[src/rtl/hist_bin_dispatcher.sv]
// Histogram bin dispatcher: classifies tagged start/end events into a bin address around CENTER,
// queues in-range bins in a small FIFO and issues one req/ack increment per bin to histogram memory.
module hist_bin_dispatcher #(
    parameter int CH_W       = 2,
    parameter int INT_W      = 7,
    parameter int ADDR_W     = 8,
    parameter int CENTER     = 128,
    parameter int CH_A       = 1,
    parameter int CH_B       = 2,
    parameter int COINC_S    = 0,
    parameter int COINC_E    = 3,
    parameter int FIFO_DEPTH = 4,
    parameter int CNT_W      = 16
) (
    input  logic                          clk,
    input  logic                          rst_n,
    input  logic                          evt_valid,
    input  logic [CH_W-1:0]               evt_start,
    input  logic [CH_W-1:0]               evt_end,
    input  logic [INT_W-1:0]              evt_interval,
    input  logic                          fold_en,
    input  logic                          clr_stats,
    output logic                          mem_req,
    output logic [ADDR_W-1:0]             mem_addr,
    input  logic                          mem_ack,
    output logic [CNT_W-1:0]              hit_cnt,
    output logic [CNT_W-1:0]              drop_cnt,
    output logic [CNT_W-1:0]              oor_cnt,
    output logic [$clog2(FIFO_DEPTH):0]   fifo_level
);

    localparam int SW    = ADDR_W + 2;
    localparam int PTR_W = $clog2(FIFO_DEPTH);
    localparam int LVL_W = PTR_W + 1;

    localparam logic [0:0] S_IDLE = 1'b0;
    localparam logic [0:0] S_REQ  = 1'b1;

    localparam logic signed [SW-1:0] CENTER_S = SW'(CENTER);
    localparam logic [CH_W-1:0]      CODE_A   = CH_W'(CH_A);
    localparam logic [CH_W-1:0]      CODE_B   = CH_W'(CH_B);
    localparam logic [CH_W-1:0]      CODE_CS  = CH_W'(COINC_S);
    localparam logic [CH_W-1:0]      CODE_CE  = CH_W'(COINC_E);

    function automatic logic [CNT_W-1:0] sat_inc(input logic [CNT_W-1:0] v);
        logic [CNT_W-1:0] r;
        r = (&v) ? v : v + {{(CNT_W-1){1'b0}}, 1'b1};
        return r;
    endfunction

    // The two guard bits above ADDR_W are zero only for results inside [0, 2^ADDR_W-1].
    function automatic logic in_range(input logic signed [SW-1:0] b);
        return (b[SW-1:ADDR_W] == 2'b00);
    endfunction

    logic                    is_coinc;
    logic                    is_pos;
    logic                    is_neg;
    logic                    classed_p0;
    logic signed [SW-1:0]    intv_s;
    logic signed [SW-1:0]    bin_p0;
    logic                    vld_p0;
    logic                    oor_p0;

    logic [0:0]              state;
    logic [ADDR_W-1:0]       fifo_mem [FIFO_DEPTH];
    logic [PTR_W-1:0]        wr_ptr;
    logic [PTR_W-1:0]        rd_ptr;
    logic [LVL_W-1:0]        level;
    logic                    fifo_empty;
    logic                    fifo_full;
    logic                    pop;
    logic                    push;
    logic                    drop;

    // ---- stage p0: combinational classification of the incoming event ----
    always_comb begin
        is_coinc   = 1'b0;
        is_pos     = 1'b0;
        is_neg     = 1'b0;
        intv_s     = signed'({{(SW-INT_W){1'b0}}, evt_interval});
        bin_p0     = CENTER_S;
        classed_p0 = 1'b0;
        vld_p0     = 1'b0;
        oor_p0     = 1'b0;

        is_coinc = (evt_start == CODE_CS) && (evt_end == CODE_CE) && (evt_interval == '0);
        is_pos   = (evt_start == CODE_A) && (evt_end == CODE_B);
        is_neg   = (evt_start == CODE_B) && (evt_end == CODE_A);

        if (is_coinc)
            bin_p0 = CENTER_S;
        else if (is_pos || (is_neg && fold_en))
            bin_p0 = CENTER_S + intv_s;
        else if (is_neg)
            bin_p0 = CENTER_S - intv_s;

        classed_p0 = evt_valid && (is_coinc || is_pos || is_neg);
        vld_p0     = classed_p0 && in_range(bin_p0);
        oor_p0     = classed_p0 && !in_range(bin_p0);
    end

    assign fifo_empty = (level == '0);
    assign fifo_full  = (level == LVL_W'(FIFO_DEPTH));
    assign pop        = !fifo_empty && ((state == S_IDLE) || ((state == S_REQ) && mem_ack));
    // A full FIFO still accepts a push when the dispatcher frees a slot on the same edge.
    assign push       = vld_p0 && (!fifo_full || pop);
    assign drop       = vld_p0 && !push;
    assign fifo_level = level;

    // ---- stage p1: FIFO storage and pointers ----
    always_ff @(posedge clk) begin
        if (push)
            fifo_mem[wr_ptr] <= bin_p0[ADDR_W-1:0];
    end

    always_ff @(posedge clk or negedge rst_n) begin
        if (!rst_n) begin
            wr_ptr <= '0;
            rd_ptr <= '0;
            level  <= '0;
        end else begin
            if (push)
                wr_ptr <= wr_ptr + PTR_W'(1);
            if (pop)
                rd_ptr <= rd_ptr + PTR_W'(1);
            case ({push, pop})
                2'b10:   level <= level + LVL_W'(1);
                2'b01:   level <= level - LVL_W'(1);
                default: level <= level;
            endcase
        end
    end

    // ---- stage p2: request FSM towards histogram memory ----
    always_ff @(posedge clk or negedge rst_n) begin
        if (!rst_n) begin
            state    <= S_IDLE;
            mem_req  <= 1'b0;
            mem_addr <= '0;
        end else begin
            case (state)
                S_IDLE: begin
                    if (pop) begin
                        mem_addr <= fifo_mem[rd_ptr];
                        mem_req  <= 1'b1;
                        state    <= S_REQ;
                    end
                end
                S_REQ: begin
                    if (mem_ack) begin
                        if (pop) begin
                            mem_addr <= fifo_mem[rd_ptr];
                        end else begin
                            mem_req <= 1'b0;
                            state   <= S_IDLE;
                        end
                    end
                end
                default: begin
                    state   <= S_IDLE;
                    mem_req <= 1'b0;
                end
            endcase
        end
    end

    always_ff @(posedge clk or negedge rst_n) begin
        if (!rst_n) begin
            hit_cnt  <= '0;
            drop_cnt <= '0;
            oor_cnt  <= '0;
        end else if (clr_stats) begin
            hit_cnt  <= '0;
            drop_cnt <= '0;
            oor_cnt  <= '0;
        end else begin
            if (push)
                hit_cnt <= sat_inc(hit_cnt);
            if (drop)
                drop_cnt <= sat_inc(drop_cnt);
            if (oor_p0)
                oor_cnt <= sat_inc(oor_cnt);
        end
    end

endmodule

[config.mk]
export PLATFORM = sky130hd
export DESIGN_NAME = hist_bin_dispatcher
export DESIGN_NICKNAME = d
export VERILOG_FILES = /design/src/rtl/hist_bin_dispatcher.sv
export SDC_FILE = /design/constraint.sdc
export NUM_CORES = 1
export LEC_CHECK = 0
export BUFFER_PORTS_ARGS = -buffer_cell sky130_fd_sc_hd__clkbuf_2
export CAP_MARGIN = 20
export CELL_PAD_IN_SITES_DETAIL_PLACEMENT = 1
export CELL_PAD_IN_SITES_GLOBAL_PLACEMENT = 2
export CORE_AREA = 3 3 89 154
export CTS_CLUSTER_DIAMETER = 30
export DETAILED_ROUTE_END_ITERATION = 12
export DIE_AREA = 0 0 92 157
export GPL_TIMING_DRIVEN = 0
export PLACE_DENSITY_LB_ADDON = 0.1
export SYNTH_ARGS = -nofsm -noshare
export SYNTH_HDL_FRONTEND = slang
export SYNTH_SLANG_ARGS = --single-unit
[constraint.sdc]
create_clock -name clk -period 2.5 [get_ports clk]
set_input_delay 0.25 -clock clk [delete_from_list [all_inputs] [get_ports clk]]
set_output_delay 0.25 -clock clk [all_outputs]
set_load 0.01 [all_outputs]
# Yosys cells after proc, flatten, opt, wreduce, memory -nomap -nowiden
# Memory sizes are Yosys's and may differ from the RTL's.
# Cells that the tools add are included.
# W data, S select, Z words.
# totals
regBits,65
out_inout_bits,60
in_bits,17
ramBits,32
elab_cells,95
memories,1
# op_classes
reduce_logical,36
bitwise_logic,1
n_mux,25
add_sub_neg,9
n_eq_ne,14
# memory_table
name,depth,width,read_ports,rd_clocked_by_memory_dff,wr,line,source
fifo_mem,4,8,1,0,1,66,logic [ADDR_W-1:0] fifo_mem [FIFO_DEPTH];
# op_table
op,n
$mux W16,9
$add A16 B1 Y16 const B,3
$reduce_and A16 Y1,3
$mux W10,3
$mux W8,2
$pmux W8 S2,1
$logic_and A1 B1 Y1,12
$ne A2 B2 Y1 const B,6
$add A8 B7 Y9 const A,1
$sub A8 B7 Y9 const A,1
$eq A2 B2 Y1 const B,4
$reduce_bool A2 Y1,4
$logic_not A7 Y1,1
$mux W1,7
$eq A2 B1 Y1 const B,3
$pmux W3 S2,1
$reduce_and A2 Y1,3
$logic_or A1 B1 Y1,5
$add A2 B1 Y2 const B,2
$logic_not A1 Y1,4
$logic_not A2 Y1,2
$pmux W1 S2,2
$add A3 B1 Y3 const B,1
$eq A3 B3 Y1 const B,1
4 further kinds,4

# Logic depth before layout (Yosys ltp)
# Gate-level depths: netlist of the first run.
# logic_depth
ltp_word,13
ltp_mapped,10
ltp_nobuf,10

# Worst setup path after synthesis of the first run
# No wires, ideal clock.
# synth_timing
kind,register -> register
startpoint,"reg level[2], in the netlist fifo_level[2]"
endpoint,"reg level[2], in the netlist fifo_level[2]"
setup_ns,0.079
synth_period_minus_slack_ns,2.167
arrival_ns,2.088
path_slack_ns,0.333
required_ns,2.421
stages_incl_launch_ff,8
path_cell_list,dfrtp_1 -> nor3_1 -> nor2_1 -> clkbuf_1 -> nand2_1 -> fa_1 -> o31ai_1 -> xor2_1
# synth_between
elab_chain_cells,7
elab_cells_between_ends,13
cone_classes,2 x add/sub; 3 x eq/ne; 1 x mux; 7 x reduce/logical
# synth_rtl
element,line,source
start: declaration,69,logic [LVL_W-1:0] level;
start signal: assignment,128,2'b10: level <= level + LVL_W'(1);
start signal: assignment,129,2'b01: level <= level - LVL_W'(1);
start signal: assignment,130,default: level <= level;
$logic_not A3 Y1,103,assign fifo_empty = (level == '0);
$logic_not A1 Y1,105,assign pop = !fifo_empty && ((state == S_IDLE) || ((state == S_REQ) && mem_ack));
$logic_and A1 B1 Y1,105,
$logic_or A1 B1 Y1,107,assign push = vld_p0 && (!fifo_full || pop);
$logic_and A1 B1 Y1,107,
$eq A2 B1 Y1 / $eq A2 B2 Y1 (equally long branches),127,"case ({push, pop})"
$pmux W3 S2 / $reduce_bool A2 Y1 (equally long branches),--,
# Parallel ways exist; a longest one is shown, timed or not.
# A chain may end at the register's enable or synchronous reset.

# Worst setup path after layout of the first run
# layout_timing
startpoint,reg hit_cnt[0]
endpoint,reg hit_cnt[5]
# layout_between
elab_chain_cells,4
elab_cells_between_ends,7
cone_classes,1 x add/sub; 1 x eq/ne; 3 x mux; 2 x reduce/logical
# layout_rtl
element,line,source
start: declaration,26,"output logic [CNT_W-1:0] hit_cnt,"
start signal: assignment,179,hit_cnt <= sat_inc(hit_cnt);
$add A16 B1 Y16,47,"r = (&v) ? v : v + {{(CNT_W-1){1'b0}}, 1'b1};"
$mux W16,47,
$mux W16,178,if (push)
$mux W16,173,end else if (clr_stats) begin
# Parallel ways exist; a longest one is shown, timed or not. The select of a mux whose other input is x is not followed.

==> results.sh, run 1 <==
export IMPL_worst_setup_path_type="flip-flop to flip-flop"
export IMPL_synth_seq_cells=97
export IMPL_via_per_inst=5.308
export IMPL_end_kind="flip-flop"
export IMPL_numCtsBuffers=9
export IMPL_postRouteWirelength_mm=11.71
export IMPL_rrSetupSlack_ps=210
export IMPL_holdPathEnd="mem_req"
export IMPL_ant_nets=0
export IMPL_netlist_area_um2=4612
export IMPL_final_nets=498
export IMPL_worst_slew_pin_transition_ps=733.0
export IMPL_maxCapViolations=0
export IMPL_netlist_instances=385
export IMPL_die_w_um=92
export IMPL_setup_ws_ps=208.2
export IMPL_portBuffers=75
export IMPL_avgSynthCellArea_um2=11.98
export IMPL_synth_warning_count=0
export IMPL_place_area_um2=5220
export IMPL_antenna_found_initial=0
export IMPL_seq_area_frac_synth_pct=56.10
export IMPL_final_cell_area_um2=5538
export IMPL_synth_edff_count=32
export IMPL_reg2regPathDepth=7
export IMPL_hp_class="input pin to flip-flop"
export IMPL_cp_arrival_ps=2550
export IMPL_reg2reg_to="hit_cnt[5]"
export IMPL_outcome="finished, final reports clean"
export IMPL_synth_async_reset_ratio_pct=67.01
export IMPL_clk_pin_slew_ps=70
export IMPL_detail_route_iter0_violations=70
export IMPL_synth_top_flop_cell="dfrtp_1"
export IMPL_antennaDiodeCount=0
export IMPL_synth_cell_types=52
export IMPL_die_h_um=157
export IMPL_grt_pass1_wl_mm=19.52
export IMPL_period_share_pct=91.67
export IMPL_area_growth_pct=20.08
export IMPL_dp_hpwl_mm=8.957
export IMPL_synthesis_nets=410
export IMPL_drt_wirelength_per_cell_um=18.12
export IMPL_fin_skew_ps=11.54
export IMPL_max_freq_mhz=436.3
export IMPL_hold_violations=0
export IMPL_cp_start_kind="flip-flop"
export IMPL_gr_usage_all_layers_pct=17.14
export IMPL_slew_viol_final=0
export IMPL_setup_viol=0
export IMPL_core_rowCount=54
export IMPL_htree_levels=3
export IMPL_via_count=3429
export IMPL_cp_required_ps=2760
export IMPL_hold_start="mem_ack"
export IMPL_final_common_cell="clkbuf_2"
export IMPL_vdd_ir_drop_worst_mv=0.3084
export IMPL_die_area_um2=14440
export IMPL_clock_latency_ps=340
export IMPL_slew_headroom_pct=50.68
export IMPL_root_buffer="clkbuf_16"
export IMPL_postCtsSetupBuffers=0
export IMPL_cts_path_max_buffers=2
export IMPL_post_place_ws_ps=-166.7
export IMPL_rr_startpoint="hit_cnt[0]"
export IMPL_place_congestion=0.7825
export IMPL_rsz0062_at_grt="false"
export IMPL_power_density_nw_per_um2=753.7
export IMPL_mostFrequentLayoutCells="clkbuf_2, dfrtp_1, edfxtp_1"
export IMPL_power_leakage_uw=0.002306
export IMPL_grt_max_degree=37
export IMPL_fillers=1429
export IMPL_cts_sinks=97
export IMPL_drive_above_1_share_pct=25.31
export IMPL_core_um2=12570
export IMPL_cts_tree="built"
export IMPL_initial_utilization_pct=36.70
export IMPL_whs_path_depth=4
export IMPL_ios=77
export IMPL_grt_pass1_vias=3711
export IMPL_dr_pass1_iters=4
export IMPL_crit_fanout=10
export IMPL_grt_overflow_total=0
export IMPL_fin_crit_ps=2292
export IMPL_drc=0
-- layout make-up --
type | instances | area [um2] | area share [%]
flip-flops and latches | 97 | 2587 | 46.72
multi-input cells | 260 | 1911 | 34.50
repair buffers | 77 | 407.9 | 7.366
clock buffers | 9 | 225.2 | 4.067
well taps | 168 | 210.2 | 3.796
clock inverters | 7 | 77.57 | 1.401
plain buffers | 15 | 70.07 | 1.265
inverters | 13 | 48.80 | 0.8812
-- cells in the mapped netlist (all sizes together) (4+ instances only) --
cell,number,area [um2]
or3,8,50.05
nand4,8,56.30
nor2,25,93.84
and2,6,37.54
xnor2,7,61.31
buf,4,26.27
nor2b,28,175.2
nor3,5,36.29
o31ai,15,112.6
nand2,14,52.55
mux4,8,180.2
nor4,5,31.28
a21oi,26,130.1
and3,9,56.30
dfrtp,65,1627
ha,7,87.58
nand3,16,85.08
or4,14,105.1
mux2,14,157.6
clkbuf,11,41.29
inv,13,48.80
edfxtp,32,960.9
o21ai,13,80.08
-- cell families after synthesis --
group                    Yosys count  synth area share [%]
AO/OA/AOI/OAI                     70                 10.17
XOR/XNOR                           9                 1.709
adder cells (fa/ha/maj)            8                 2.333
buffers and inverters             28                 2.523
flip-flops                        97                 56.10
multiplexers                      25                 7.976
AND/OR/NAND/NOR                  148                 19.18
-- stage by stage --
| stage | instances | hold WS [ps] | setup TNS [ps] | total power, uW | utilization (%) |
|---|---|---|---|---|---|
| 2_1_floorplan | 385 | -45.59 | 0 | 2491 | - |
| 3_3_place_gp | 628 | 440.2 | -4303 | 2779 | 41.36 |
| 3_5_place_dp | 629 | 248.8 | -5022 | 2812 | 41.54 |
| 4_1_cts | 646 | 278.2 | 0 | 4241 | 44.04 |
| 5_1_grt | 646 | 304.4 | 0 | 4404 | 44.07 |
| 6_report | 646 | 291.1 | 0 | 4174 | 44.07 |
-- state kept, by name, indices dropped and copies added (netlist names) --
register / count
drop_cnt: 16
fifo_level: 3
fifo_mem: 32
hit_cnt: 16
mem_addr: 8
mem_req: 1
oor_cnt: 16
rd_ptr: 2
state: 1
wr_ptr: 2
-- metal layers --
layer / vias up / global-route usage [%] / share of wire, % / routed length, um
li1: 1615 / - / - / -
met1: 1747 / 18.59 / 38 / 4391
met2: 61 / 34.10 / 58 / 6800
met3: 6 / 3.109 / 3.4 / 397
met4: 0 / 3.614 / 1.0 / 117
met5: - / 0 / 0 / 0
-- where the power goes --
group / switching [uW] / internal, uW
clock: 634 / 786
combinational: 447 / 399
sequential: 112 / 1800
total: 1190 / 2980
-- worst max path at each step --
stage | from | endpoint | slack [ps]
floorplan | fifo_level[2] | fifo_level[2] | 330
global placement | evt_interval[0] | fifo_mem[3][2] | -140
detailed placement | evt_interval[0] | fifo_mem[1][2] | -170
CTS | hit_cnt[0] | hit_cnt[5] | 0.5
global route | hit_cnt[0] | hit_cnt[3] | 4
finish | hit_cnt[0] | hit_cnt[5] | 210
-- critical path, stage by stage (launching register included) --
cell and delay, ps:
dfrtp_1 500, ha_1 330, nand4_1 120, nor4_1 300
clkbuf_1 380, clkbuf_2 330, o31ai_1 120, a21oi_1 130
-- repair_timing --
| item | 4_1_cts | 5_1_grt |
|---|---|---|
| gates cloned | 0 | 0 |
| endpoints found under the hold margin | 29 | 0 |
| gates resized for setup | 1 | 3 |
| endpoints found under the setup margin | 1 | 10 |
| hold buffers | 1 | 0 |
Power figures use the tool's default switching activity.
==> run 2: changes to the inputs <==
--- a/config.mk
+++ b/config.mk
@@ -13,8 +13,8 @@
 export CTS_CLUSTER_DIAMETER = 30
 export DETAILED_ROUTE_END_ITERATION = 12
 export DIE_AREA = 0 0 92 157
-export GPL_TIMING_DRIVEN = 0
 export PLACE_DENSITY_LB_ADDON = 0.1
+export REMOVE_ABC_BUFFERS = 1
 export SYNTH_ARGS = -nofsm -noshare
 export SYNTH_HDL_FRONTEND = slang
 export SYNTH_SLANG_ARGS = --single-unit
==> run 2 against run 1 <==
Effect of this change:
- hold slack got worse by 41 ps
- cell count fell by 1.2%
- register-to-register slack gained 210 ps
- critical path type unchanged
==> results.sh, run 2 (synthesized netlist as in run 1, its figures left out) <==
export IMPL_outcome="finished, final reports clean"
export IMPL_cts_tree="built"
export IMPL_fin_skew_ps=11.76
export IMPL_p_seq_share_pct=47.6
export IMPL_grt_pass1_vias=3753
export IMPL_clk_pin_slew_ps=70
export IMPL_highest_layer="met4"
export IMPL_setup_ws_ps=414.2
export IMPL_finalNonFillerCells=638
export IMPL_die_w_um=92
export IMPL_p_clk_share_pct=33.7
export IMPL_drc=0
export IMPL_detail_route_iter0_violations=105
export IMPL_grt_max_degree=49
export IMPL_max_freq_mhz=479.4
export IMPL_wl_met3_um=302
export IMPL_cts_sinks=97
export IMPL_final_nets=490
export IMPL_hold_start="mem_ack"
export IMPL_rr_startpoint="drop_cnt[5]"
export IMPL_met2_length_mm=6.283
export IMPL_power_density_nw_per_um2=747.6
export IMPL_grt_pass1_wl_mm=19.06
export IMPL_antennaDiodeCount=0
export IMPL_postRouteWirelength_mm=11.41
export IMPL_clock_latency_ps=350
export IMPL_rsz0062_at_grt="false"
export IMPL_area_growth_pct=19.48
export IMPL_cts_resized=0
export IMPL_internal_power_uw=2900
export IMPL_vdd_ir_drop_worst_mv=0.4236
export IMPL_end_kind="flip-flop"
export IMPL_final_core_utilization_pct=43.85
export IMPL_dpl_cell_count=621
export IMPL_slew_headroom_pct=31.85
export IMPL_fillers=1383
export IMPL_maxCapViolations=0
export IMPL_hold_violations=0
export IMPL_core_um2=12570
export IMPL_die_area_um2=14440
export IMPL_cts_path_max_buffers=2
export IMPL_antenna_found_initial=0
export IMPL_slew_viol_final=0
export IMPL_dp_hpwl_mm=8.646
export IMPL_numCtsBuffers=9
export IMPL_gr_usage_all_layers_pct=16.86
export IMPL_cp_required_ps=2680
export IMPL_via_count=3412
export IMPL_crit_fanout=10
export IMPL_grt_overflow_total=0
export IMPL_hp_class="input pin to flip-flop"
export IMPL_mostFrequentLayoutCells="clkbuf_2, dfrtp_1, edfxtp_1"
export IMPL_ant_nets=0
export IMPL_die_h_um=157
export IMPL_switching_power_uw=1219
export IMPL_post_place_ws_ps=97.75
export IMPL_root_buffer="clkbuf_16"
export IMPL_place_congestion=0.7537
export IMPL_switching_share_pct=29.59
export IMPL_ios=77
export IMPL_core_rowCount=54
export IMPL_power_leakage_uw=0.002303
export IMPL_cp_arrival_ps=2260
export IMPL_multiInputGateArea_um2=1914
export IMPL_p_comb_share_pct=18.7
export IMPL_htree_levels=3
export IMPL_drt_met1_wl_mm=4.601
export IMPL_largest_reg_flops=32
export IMPL_fin_crit_ps=2086
export IMPL_final_common_cell="clkbuf_2"
export IMPL_portBuffers=76
export IMPL_startpoint="drop_cnt[5]"
export IMPL_drt_wirelength_per_cell_um=17.88
export IMPL_worst_slew_pin_transition_ps=1022
export IMPL_via_per_inst=5.348
export IMPL_setup_viol=0
export IMPL_seqCellArea_um2=2587
export IMPL_drive_above_1_share_pct=25.96
export IMPL_worst_setup_path_type="flip-flop to flip-flop"
export IMPL_regMostFlops="fifo_mem"
export IMPL_period_share_pct=83.43
export IMPL_initial_utilization_pct=36.70
export IMPL_cp_start_kind="flip-flop"
export IMPL_hold_ws_ps=250.1
export IMPL_dr_pass1_iters=4
-- run 2: power groups by stage --
stage | clock network, uW | registers [uW] | logic (uW)
2_1_floorplan | 0 | 2010 | 451
3_3_place_gp | 0 | 2000 | 774
3_5_place_dp | 0 | 2010 | 790
4_1_cts | 1450 | 1970 | 795
5_1_grt | 1500 | 2000 | 859
6_report | 1390 | 1960 | 770
-- run 2: cell type report --
class,instances,share of cell area [%]
repair buffers,84,8.038
inverters,13,0.8856
clock buffers,9,4.087
multi-input cells,260,34.74
clock inverters,7,1.476
well taps,168,3.815
flip-flops and latches,97,46.96
-- run 2: final timing paths --
check / endpoint / slack [ps] / cells after the start
min in group asynchronous: rd_ptr[1] / 300 / 2
setup reg to reg: drop_cnt[7] / 410 / 5
setup / recovery: drop_cnt[7] / 410 / 5
hold reg to reg: mem_req / 480 / 1
hold / removal: state / 250 / 3
max in group asynchronous: drop_cnt[15] / 1450 / 3
-- run 2: through the flow --
| step | area, um2 | TNS (ps) | power, uW |
|---|---|---|---|
| floorplan | 4544 | -916.5 | 2462 |
| global placement | 5194 | 0 | 2772 |
| detailed placement | 5194 | 0 | 2797 |
| CTS | 5510 | 0 | 4213 |
| global route | 5510 | 0 | 4363 |
| finish | 5510 | 0 | 4119 |
-- run 2: critical path: stages, from the launching register on --
cell,delay (ps)
dfrtp_1,460
nand4_2,250
or2_4,340
o41ai_4,600
or4_1,200
a21oi_1,70
-- run 2: what timing repair did --
action	CTS	global route
hold endpoints to repair	8	0
setup buffers	0	0
hold buffers	1	0
-- run 2: routing by layer --
layer,GRT usage [%],vias up
met2,31.56,63
met3,2.535,13
li1,-,1598
met5,0,-
met1,19.06,1738
met4,6.662,0
==> run 3: changes to the inputs <==
--- a/config.mk
+++ b/config.mk
@@ -5,14 +5,15 @@
 export SDC_FILE = /design/constraint.sdc
 export NUM_CORES = 1
 export LEC_CHECK = 0
+export ABC_AREA = 1
 export BUFFER_PORTS_ARGS = -buffer_cell sky130_fd_sc_hd__clkbuf_2
 export CAP_MARGIN = 20
 export CELL_PAD_IN_SITES_DETAIL_PLACEMENT = 1
 export CELL_PAD_IN_SITES_GLOBAL_PLACEMENT = 2
-export CORE_AREA = 3 3 89 154
+export CORE_AREA = 3 3 101 175
 export CTS_CLUSTER_DIAMETER = 30
 export DETAILED_ROUTE_END_ITERATION = 12
-export DIE_AREA = 0 0 92 157
+export DIE_AREA = 0 0 104 178
 export PLACE_DENSITY_LB_ADDON = 0.1
 export REMOVE_ABC_BUFFERS = 1
 export SYNTH_ARGS = -nofsm -noshare
==> constraint.sdc (replaced) <==
create_clock -name clk -period 1.91 [get_ports clk]
set_input_delay 0.191 -clock clk [delete_from_list [all_inputs] [get_ports clk]]
set_output_delay 0.191 -clock clk [all_outputs]
set_load 0.01 [all_outputs]
==> run 3 against run 2 <==
Effect of this change:
- clock skew fell by 2.6 ps
- highest routed layer unchanged
- hold slack worse by 89 ps
- die area is 28% higher
- register-to-register slack got worse by 220 ps
- combinational power is 69% higher
==> results.sh, run 3 <==
export IMPL_via_count=4164
export IMPL_via_per_inst=4.591
export IMPL_period_share_pct=90.06
export IMPL_slowest_stage="dfrtp_1"
export IMPL_synth_area_top_cells="dfrtp_1, edfxtp_1, nor2_1"
export IMPL_worst_setup_path_type="flip-flop to flip-flop"
export IMPL_yosys_cell_count_top_type="nor2_1"
export IMPL_setup_ws_ps=189.9
export IMPL_regMostFlops="fifo_mem"
export IMPL_path_common_cell="nand2_1"
export IMPL_crit_chain="ha_1 > nand2_1 > nor2_4 > nand4_4 > o21ai_4 > nand2_4 > nand2_1 > nand2_1"
export IMPL_crit_fanout=15
export IMPL_final_core_utilization_pct=36.67
export IMPL_post_place_ws_ps=4.674
export IMPL_power_uw=5661
export IMPL_synth_warning_count=0
export IMPL_grt_max_degree=66
export IMPL_netlist_area_um2=4871
export IMPL_fin_skew_ps=9.192
export IMPL_cts_sinks=97
export IMPL_postRouteWirelength_mm=13.64
export IMPL_cp_arrival_ps=1960
export IMPL_max_stage_delay_ps=360
export IMPL_core_um2=16450
export IMPL_largest_reg_flops=32
export IMPL_slew_viol_final=0
export IMPL_critPathBufInv=0
export IMPL_area_growth_pct=23.81
export IMPL_antennaDiodeCount=0
export IMPL_synth_cell_types=32
export IMPL_cts_tree="built"
export IMPL_clock_latency_ps=350
export IMPL_power_leakage_uw=0.002778
export IMPL_place_congestion=0.7690
export IMPL_detail_route_iter0_violations=82
export IMPL_die_h_um=178
export IMPL_die_w_um=104
export IMPL_cts_path_max_buffers=2
export IMPL_gr_usage_all_layers_pct=15.63
export IMPL_initial_utilization_pct=29.62
export IMPL_grt_overflow_total=0
export IMPL_netlist_instances=577
export IMPL_ys_top_cells_by_count="nor2_1, nand2_1, dfrtp_1, inv_1, nand3_1"
export IMPL_grt_pass1_vias=4473
export IMPL_drc=0
export IMPL_ios=77
export IMPL_maxCapViolations=0
export IMPL_synth_edff_count=32
export IMPL_drive_above_1_share_pct=20.79
export IMPL_end_kind="flip-flop"
export IMPL_grt_pass1_wl_mm=23.12
export IMPL_synth_async_reset_ratio_pct=67.01
export IMPL_final_nets=703
export IMPL_drt_wirelength_per_cell_um=15.04
export IMPL_cp_required_ps=2150
export IMPL_mostFrequentLayoutCells="nor2_1, nand2_1, clkbuf_2"
export IMPL_synth_top_area_share_pct=33.39
export IMPL_root_buffer="clkbuf_16"
export IMPL_worst_slew_pin_transition_ps=524.0
export IMPL_fin_crit_ps=1720
export IMPL_slew_headroom_pct=65.07
export IMPL_seq_area_frac_synth_pct=53.12
export IMPL_hp_class="input pin to flip-flop"
export IMPL_antenna_found_initial=0
export IMPL_synth_top_flop_cell="dfrtp_1"
export IMPL_final_common_cell="nor2_1"
export IMPL_power_density_nw_per_um2=938.7
export IMPL_cp_start_kind="flip-flop"
export IMPL_portBuffers=76
export IMPL_outcome="finished, final reports clean"
export IMPL_vdd_ir_drop_worst_mv=0.4380
export IMPL_crit_family="simple AND/OR/NAND/NOR gates"
export IMPL_clk_pin_slew_ps=70
export IMPL_ant_nets=0
export IMPL_die_area_um2=18510
export IMPL_synth_seq_cells=97
export IMPL_yosys_area_top_type="dfrtp_1"
export IMPL_dp_hpwl_mm=10.36
export IMPL_numCtsBuffers=9
export IMPL_fin_tns_setup_ps=0
export IMPL_rsz0062_at_grt="false"
export IMPL_avgSynthCellArea_um2=8.442
export IMPL_htree_levels=3
export IMPL_hold_violations=0
export IMPL_dr_pass1_iters=4
export IMPL_core_rowCount=62
export IMPL_setup_viol=0
export IMPL_max_freq_mhz=581.4
[run 3: cell families after synthesis]
kind of cell             after synthesis  synth area share, %
AND/OR/NAND/NOR                      317                28.00
flip-flops                            97                53.12
AO/OA/AOI/OAI                         44                5.086
XOR/XNOR                              26                4.675
buffers and inverters                 85                6.910
adder cells (fa/ha/maj)                8                2.209
[run 3: metrics by stage]
step	std cells	area (um2)	hold WS (ps)
after floorplan	557	4778	-104.6
after global placement	889	5704	245.2
after detailed placement	889	5704	250.9
after CTS	906	6008	148.8
after global routing	907	6031	168.5
final	907	6031	161.3
[run 3: cell type report]
cell class / count / area, um2
inverters: 65 / 244.0
clock inverters: 7 / 68.82
multi-input cells: 395 / 1962
fillers: 2044 / 10420
repair buffers: 110 / 663.1
clock buffers: 9 / 225.2
flip-flops and latches: 97 / 2587
well taps: 224 / 280.3
[run 3: power breakdown]
| part | internal (uW) | switching [uW] | total, uW |
|---|---|---|---|
| combinational | 504 | 794 | 1300 |
| sequential | 2350 | 195 | 2550 |
| clock | 924 | 892 | 1820 |
[run 3: routing by layer]
layer,track usage [%],vias up,share of wire (%)
li1,-,2049,-
met5,0,-,0
met4,4.326,0,1.3
met3,2.535,11,2.4
met1,16.12,2052,38
met2,31.95,52,59
[run 3: worst paths after layout]
check / from / end / slack [ps] / cells after the start
worst min register to register: oor_cnt[4] / oor_cnt[4] / 490 / 2
worst max register to register: drop_cnt[1] / drop_cnt[12] / 190 / 8
worst min-delay path: mem_ack / state / 160 / 4
worst max-delay path: drop_cnt[1] / drop_cnt[12] / 190 / 8
max in group asynchronous: rst_n / rd_ptr[0] / 1230 / 3
min in group asynchronous: rst_n / oor_cnt[10] / 390 / 3
[run 3: worst reg2reg max path: cells and delay by family (launching register included)]
| family | cells | cell delay [ps] |
|---|---|---|
| DFF | 1 | 360 |
| adders and majority gates | 1 | 230 |
| AOI/OAI and AO/OA | 1 | 220 |
| and+or+nand+nor | 6 | 800 |
[run 3: repair_timing]
action / 4_1_cts / 5_1_grt
resized for setup: 0 / 4
buffers inserted: 0 / 1
hold endpoints to repair: 65 / 0
setup endpoints to repair: 0 / 54
hold buffers: 1 / 0
